[config.mk]
export PLATFORM = sky130hd
export DESIGN_NAME = fifo_ring
export DESIGN_NICKNAME = d
export VERILOG_FILES = /design/src/rtl/fifo_ring.sv
export SDC_FILE = /design/constraint.sdc
export NUM_CORES = 1
export LEC_CHECK = 0
export BUFFER_PORTS_ARGS = -buffer_cell sky130_fd_sc_hd__buf_2
export CAP_MARGIN = 20
export CORE_MARGIN = 2
export CORE_UTILIZATION = 40
export CTS_BUF_LIST = sky130_fd_sc_hd__clkbuf_2 sky130_fd_sc_hd__clkbuf_4 sky130_fd_sc_hd__clkbuf_8
export CTS_CLUSTER_DIAMETER = 100
export CTS_CLUSTER_SIZE = 40
export DETAILED_ROUTE_END_ITERATION = 10
export PLACE_DENSITY = 0.55
export REMOVE_ABC_BUFFERS = 1
export SLEW_MARGIN = 40
export SYNTH_ARGS = -nofsm -noshare
export SYNTH_HDL_FRONTEND = slang
export SYNTH_SLANG_ARGS = --single-unit
[constraint.sdc]
create_clock -name clk -period 3 [get_ports clk]
set_input_delay 0.15 -clock clk [delete_from_list [all_inputs] [get_ports clk]]
set_output_delay 0.15 -clock clk [all_outputs]
set_load 0.02 [all_outputs]
[src/rtl/fifo_ring.sv]
// Circular-buffer FIFO, any depth >= 2, with fill level, thresholds and sticky error flags.
// One write and one read per cycle; writes refused when full unless a read frees the slot.
module fifo_ring #(
    parameter int S    = 8,
    parameter int N    = 8,
    parameter int AF   = S - 1,
    parameter int AE   = 1,
    parameter int FWFT = 1,
    localparam int L   = $clog2(S + 1)
) (
    input  logic         clk,
    input  logic         rst_n,
    input  logic         clear,
    input  logic [N-1:0] data_in,
    input  logic         write,
    output logic         rdy_in,
    output logic [N-1:0] data_out,
    output logic         rdy_out,
    input  logic         read,
    output logic [L-1:0] level,
    output logic         almost_full,
    output logic         almost_empty,
    output logic         overflow,
    output logic         underflow
);

    localparam int P                = $clog2(S);
    localparam logic [P-1:0] LAST   = P'(S - 1);
    localparam logic [L-1:0] FULL_L = L'(S);
    localparam logic [L-1:0] AF_L   = L'(AF);
    localparam logic [L-1:0] AE_L   = L'(AE);

    logic [N-1:0] mem [S];
    logic [P-1:0] wr_ptr;
    logic [P-1:0] rd_ptr;
    logic [L-1:0] lvl;
    logic         ovf;
    logic         unf;
    logic         flush;
    logic         empty;
    logic         full;
    logic         rd_acc;
    logic         wr_acc;

    // Explicit wrap so non-power-of-two depths never index past S-1.
    function automatic logic [P-1:0] bump(input logic [P-1:0] p);
        return (p == LAST) ? '0 : p + P'(1);
    endfunction

    assign flush  = !rst_n || clear;
    assign empty  = (lvl == '0);
    assign full   = (lvl == FULL_L);
    assign rd_acc = read && !empty;
    assign wr_acc = write && (!full || rd_acc);

    always_ff @(posedge clk) begin
        if (wr_acc && !flush) begin
            mem[wr_ptr] <= data_in;
        end
    end

    always_ff @(posedge clk) begin
        if (flush) begin
            wr_ptr <= '0;
            rd_ptr <= '0;
            lvl    <= '0;
            ovf    <= 1'b0;
            unf    <= 1'b0;
        end else begin
            if (wr_acc) begin
                wr_ptr <= bump(wr_ptr);
            end
            if (rd_acc) begin
                rd_ptr <= bump(rd_ptr);
            end
            case ({wr_acc, rd_acc})
                2'b10:   lvl <= lvl + L'(1);
                2'b01:   lvl <= lvl - L'(1);
                default: lvl <= lvl;
            endcase
            if (write && !wr_acc) begin
                ovf <= 1'b1;
            end
            if (read && !rd_acc) begin
                unf <= 1'b1;
            end
        end
    end

    generate
        if (FWFT != 0) begin : g_fwft
            assign data_out = empty ? '0 : mem[rd_ptr];
        end else begin : g_reg
            // Head is sampled before this edge's write lands, so full+simultaneous is safe.
            always_ff @(posedge clk) begin
                if (flush) begin
                    data_out <= '0;
                end else if (rd_acc) begin
                    data_out <= mem[rd_ptr];
                end
            end
        end
    endgenerate

    assign level        = lvl;
    assign rdy_in       = !full;
    assign rdy_out      = !empty;
    assign almost_full  = (lvl >= AF_L);
    assign almost_empty = (lvl <= AE_L);
    assign overflow     = ovf;
    assign underflow    = unf;

endmodule

* Word-level counts from Yosys, hierarchy flattened *
Memories as Yosys holds them, arrays and structs flattened. A register that Yosys moved wholly into a read port is not among the register bits.
Cells that the tools add are included.

cells by class
  bitwise operators = 0
  multiply operators = 0
  eq/ne operators = 5
  magnitude comparators = 2
  $add $sub $neg = 4
  reductions and logical operators = 15
  mux-type cells = 8
  div/mod/pow operators = 0
  shift-type cells = 0

operators with widths
  operator             count
  $mux 3               4
  $mux 8               1
  $pmux 4 s2           1
  $add 3x1->3 const B  2
  $eq 3x3->1 const B   2
  $logic_not 1->1      6
  $logic_and 1x1->1    5
  $add 4x1->4 const B  1
  $eq 4x4->1 const B   1
  $ge 4x3->1 const B   1
  $le 4x1->1 const B   1
  $logic_not 4->1      1
  $sub 4x1->4 const B  1
  $eq 2x1->1 const B   1
  $eq 2x2->1 const B   1
  $logic_or 1x1->1     2
  $mux 1               2
  $reduce_bool 2->1    1

word-level totals
  memory bits (writable) = 64
  bits in read-only memories = 0
  bits in latches = 0
  register bits after elaboration = 12
  memories kept = 1
  bits of input ports = 13
  word-level logic and storage cells = 40
  output and inout port bits = 18

memories
  name  words  bits a word  read ports  clocked after memory_dff  write ports  line  text
  mem   8      8            1           1                         1            33    logic [N-1:0] mem [S];

* Depth between registers and ports, before layout *
  depth in word-level cells = 8
  mapped depth = 8
  depth with buffers taken out = 8

* Worst setup path before layout *
OpenSTA, ideal clock, no wires.

  path type = register to register
  from = register lvl[0], in the netlist level[0]
  to = memory mem[0][0] (enable)
  arrival time = 1.953 ns
  setup slack = 0.652 ns
  path buffers = 0
  required time = 2.605 ns
  clock period less this slack = 2.348 ns
  cell stages (with the launch flop) = 6
  library setup time = 0.395 ns
  cell sequence = dfxtp_1 > inv_1 > ha_1 > nand4bb_1 > nand3_1 > nor4_1

between the ends
  cells in the longest elaborated chain, start to end = 8
  elaborated cells between the ends (all ways) = 10
  classes of those cells = eq/ne (1); mux (2); reduce/logical (7)

RTL lines
  item                            line  text
  start, declared                 36    logic [L-1:0] lvl;
  start signal, assigned          77    2'b10: lvl <= lvl + L'(1);
  start signal, assigned          78    2'b01: lvl <= lvl - L'(1);
  start signal, assigned          79    default: lvl <= lvl;
  $logic_not 4->1                 51    assign empty = (lvl == '0);
  $logic_not 1->1                 53    assign rd_acc = read && !empty;
  $logic_and 1x1->1               53
  $logic_or 1x1->1 *              54    assign wr_acc = write && (!full || rd_acc);
  $logic_and 1x1->1 *             54
  $logic_and 1x1->1 *             57    if (wr_acc && !flush) begin
  $mux 1 *                        57
  $mux 1 (implied by the code) *  58    mem[wr_ptr] <= data_in;
  end, declared                   33

Every way passes the cells marked *; elsewhere a longest branch is shown, timed or not.

* Worst setup path after layout *
  from = register lvl[0], in the netlist level[0]
  to = register lvl[3], in the netlist level[3]

between the ends
  cells in the longest elaborated chain, start to end = 7
  elaborated cells between the ends (all ways) = 13
  classes of those cells = add/sub (2); eq/ne (3); mux (1); reduce/logical (7)

RTL lines
  item                                             line  text
  $logic_not 4->1 *                                51
  $logic_not 1->1 *                                53
  $logic_and 1x1->1 *                              53
  net rd_acc                                       42    logic rd_acc;
  $logic_or 1x1->1                                 54
  $logic_and 1x1->1                                54
  $eq 2x1->1 or $eq 2x2->1 (tied branches)         76    case ({wr_acc, rd_acc})
  $pmux 4 s2 or $reduce_bool 2->1 (tied branches)  n/a

The timed path passes the listed nets; every way through them passes the cells marked *.
A chain may end at the register's enable or synchronous reset.

==> results.yml <==
outcome:
  status: "complete, no violations"
global_routing:
  grt_pass1_wl_um: 9880
  grt_max_degree: 33
  antenna_found_initial: 0
  overflow: 0
  grt_pass1_vias: 1877
  track_usage: 0.155
clock_network:
  cts.sinks: 79
  clock_path_buffers: 2
  numCtsBuffers: 9
  ctsResizeCount: 0
  clkLatencyLatePin_ps: 350
  cts.reportedPaths.clkPinSlew_ps: 80
  postCtsHoldBufs: 0
  cts_root_buf: "clkbuf_8"
  cts_tree: "yes"
  postCtsSetupRepairBufs: 0
  htreeDepth: 3
timing:
  setup_violations: 0
  rsz0062_at_grt: "false"
  worst_pin_slew_ps: 754
  maxSlewHeadroom: 0.496
  clock_skew_ps: 9.39
  finalSetupTns_ps: 0
  fin_crit_sh: 0.799
  layout_setup_ws_ps: 602
  final-hold-violation-count: 0
  fin_hold_ws_ps: 72.2
  fmax_ghz: 0.417
  drv_slew: 0
  post-route-min-period_ps: 2400
critical_path:
  rr_worst_depth: 8
  max_stage_delay_ps: 480
  path_delay_family: "simple AND/OR/NAND/NOR gates"
  cp-startpoint: "level[0]"
  crit_required_ps: 3290
  path_max_fanout: 7
  crit_cells: 8
  path_buf_inv: 1
  crit_chain: "inv_1 > ha_1 > nor3b_2 > nor2_1 > ha_1 > or4b_1 > a2111o_1 > o21ai_1"
  crit_path_end: "level[3]"
  crit_top_cell: "ha_1"
  end_kind: "flip-flop"
  worstSetupPathType: "reg2reg"
  start_kind: "flip-flop"
  r2r_slack_ps: 600
  regToRegEndpoint: "level[3]"
  arrival_ps: 2690
  slowest_stage: "or4b_1"
  rr_startpoint: "level[0]"
final_layout:
  area_delta_synth_final_pct: 15.6
  final_cells: 372
  fin_area_um2: 3780
  num_antenna_cells: 0
  drive_gt1_frac: 0.222
  final_core_util: 0.484
  fin_nets: 287
  n_fill_cell: 689
yosys:
  post_synth.cell_area_avg_um2: 14.7
  yosysUniqueCellTypes: 36
  yosysSeqAreaShare: 0.679
  syn_area_um2: 3270
  synthCells: 222
  synth_seq_cells: 79
  yosysWarnings: 0
floorplan:
  core_area_um2: 7810
  die_w_um: 94.4
  core.rowCount: 32
  ios: 31
  die_area_um2: 8920
  initial_utilization: 0.419
  die_h_um: 94.4
routing:
  drt_wl_total_um: 6350
  vias: 1955
  drt_iter0_drc: 76
  via_per_inst: 5.26
  drcViolationCount: 0
  drtAntennaViolNets: 0
  drtPass1Iterations: 4
  wire_per_inst_um: 17.1
place:
  dp_hpwl_um: 4080
  place_ws_ps: 652
  portBuffers: 30
  placedCellCount: 356
  gp_congestion: 0.803
  placed_cell_area_um2: 3620
power:
  power.total_mw: 2.01
  power-per-cell-area_nw_per_um2: 531
  p_leak_nw: 1.32
  peakVddDrop_mv: 0.192
worst_hold_path:
  min_path_type: "in2reg"
run:
  cap_violations: 0
==> cell usage after synthesis <==
cell type / number / area (µm²)
and2_1: 1 / 6.26
mux2i_1: 36 / 360
nand2_1: 7 / 26.3
and3_1: 8 / 50.1
o21a_1: 1 / 7.51
o21ai_0: 4 / 20.0
or4b_1: 1 / 10.0
or3_1: 2 / 12.5
nor4_1: 1 / 6.26
nand2b_1: 3 / 18.8
clkbuf_1: 3 / 11.3
a2111o_1: 1 / 11.3
buf_1: 3 / 11.3
nand4bb_1: 1 / 11.3
ha_1: 9 / 113
a21o_1: 1 / 7.51
nor2b_1: 3 / 18.8
nand4_1: 1 / 6.26
a211oi_1: 1 / 7.51
nand3_1: 3 / 15.0
edfxtp_1: 64 / 1920
inv_1: 3 / 11.3
nor3b_2: 1 / 12.5
or4_1: 1 / 7.51
dfxtp_1: 15 / 300
inv_2: 1 / 3.75
buf_2: 4 / 20.0
o21ai_1: 1 / 5.00
nand4b_1: 1 / 8.76
a22oi_1: 16 / 120
a21oi_1: 6 / 30.0
nor2_1: 9 / 33.8
nor3b_1: 1 / 7.51
nand3b_1: 2 / 15.0
xor2_1: 2 / 17.5
nor3_1: 5 / 25.0
==> report_power, final <==
| group | internal [mW] | leakage (nW) | total, mW | switching (mW) |
|---|---|---|---|---|
| Sequential | 1.19 | 0.699 | 1.20 | 0.00822 |
| Combinational | 0.0484 | 0.541 | 0.139 | 0.0902 |
| Clock | 0.291 | 0.0777 | 0.672 | 0.380 |
| Total | 1.53 | 1.32 | 2.01 | 0.479 |
==> cell families (layout without fill, tap and decap cells) <==
kind of cell	after synthesis	in the layout	synth area share
AOI/OAI and AO/OA	31	31	0.0639
xor gates and xnor gates	2	2	0.00536
adders and majority gates	9	9	0.0344
buffers and inverters	14	62	0.0176
DFF	79	79	0.679
muxes	36	36	0.110
and+or+nand+nor	51	51	0.0891
==> placed cells by master (no fill, tap or decap), types with 7 or more instances in the layout <==
| cell type | n |
|---|---|
| a22oi_1 | 16 |
| and3_1 | 8 |
| buf_2 | 30 |
| buf_4 | 11 |
| clkbuf_8 | 9 |
| dfxtp_1 | 14 |
| edfxtp_1 | 64 |
| ha_1 | 9 |
| mux2i_1 | 36 |
| nand2_1 | 7 |
| nor2_1 | 9 |
==> layout make-up <==
class	instances	area, µm²	share of cell area
Clock inverter	7	40.0	0.0106
Inverter	4	15.0	0.00397
Sequential cell	79	2220	0.588
Tap cell	102	128	0.0337
Clock buffer	9	124	0.0327
Multi-Input combinational cell	129	1000	0.264
Timing Repair Buffer	42	253	0.0668
==> metal layers <==
layer	vias to the layer above	share of wire	global-route usage
li1	941	-	-
met1	954	0.45	0.203
met2	50	0.49	0.250
met3	10	0.048	0.0343
met4	0	0.014	0.0688
met5	-	0	0
==> worst min-delay path by stage <==
stage | startpoint | to | slack, ps | cells past startpoint
after floorplan | data_in[0] | mem[0][0] | 250 | 0
after detailed placement | data_in[6] | mem[7][6] | 420 | 1
after global placement | data_in[6] | mem[7][6] | 420 | 1
after CTS | data_in[6] | mem[6][6] | 50 | 1
final | data_in[6] | mem[7][6] | 70 | 1
after global routing | data_in[6] | mem[7][6] | 60 | 1
==> flip-flops by register name, indices dropped and copies added, names as in the netlist, named ones only <==
register   cells
level          4
mem           64
overflow       1
rd_ptr         3
underflow      1
wr_ptr         3
(Power assumes the default switching activity.)
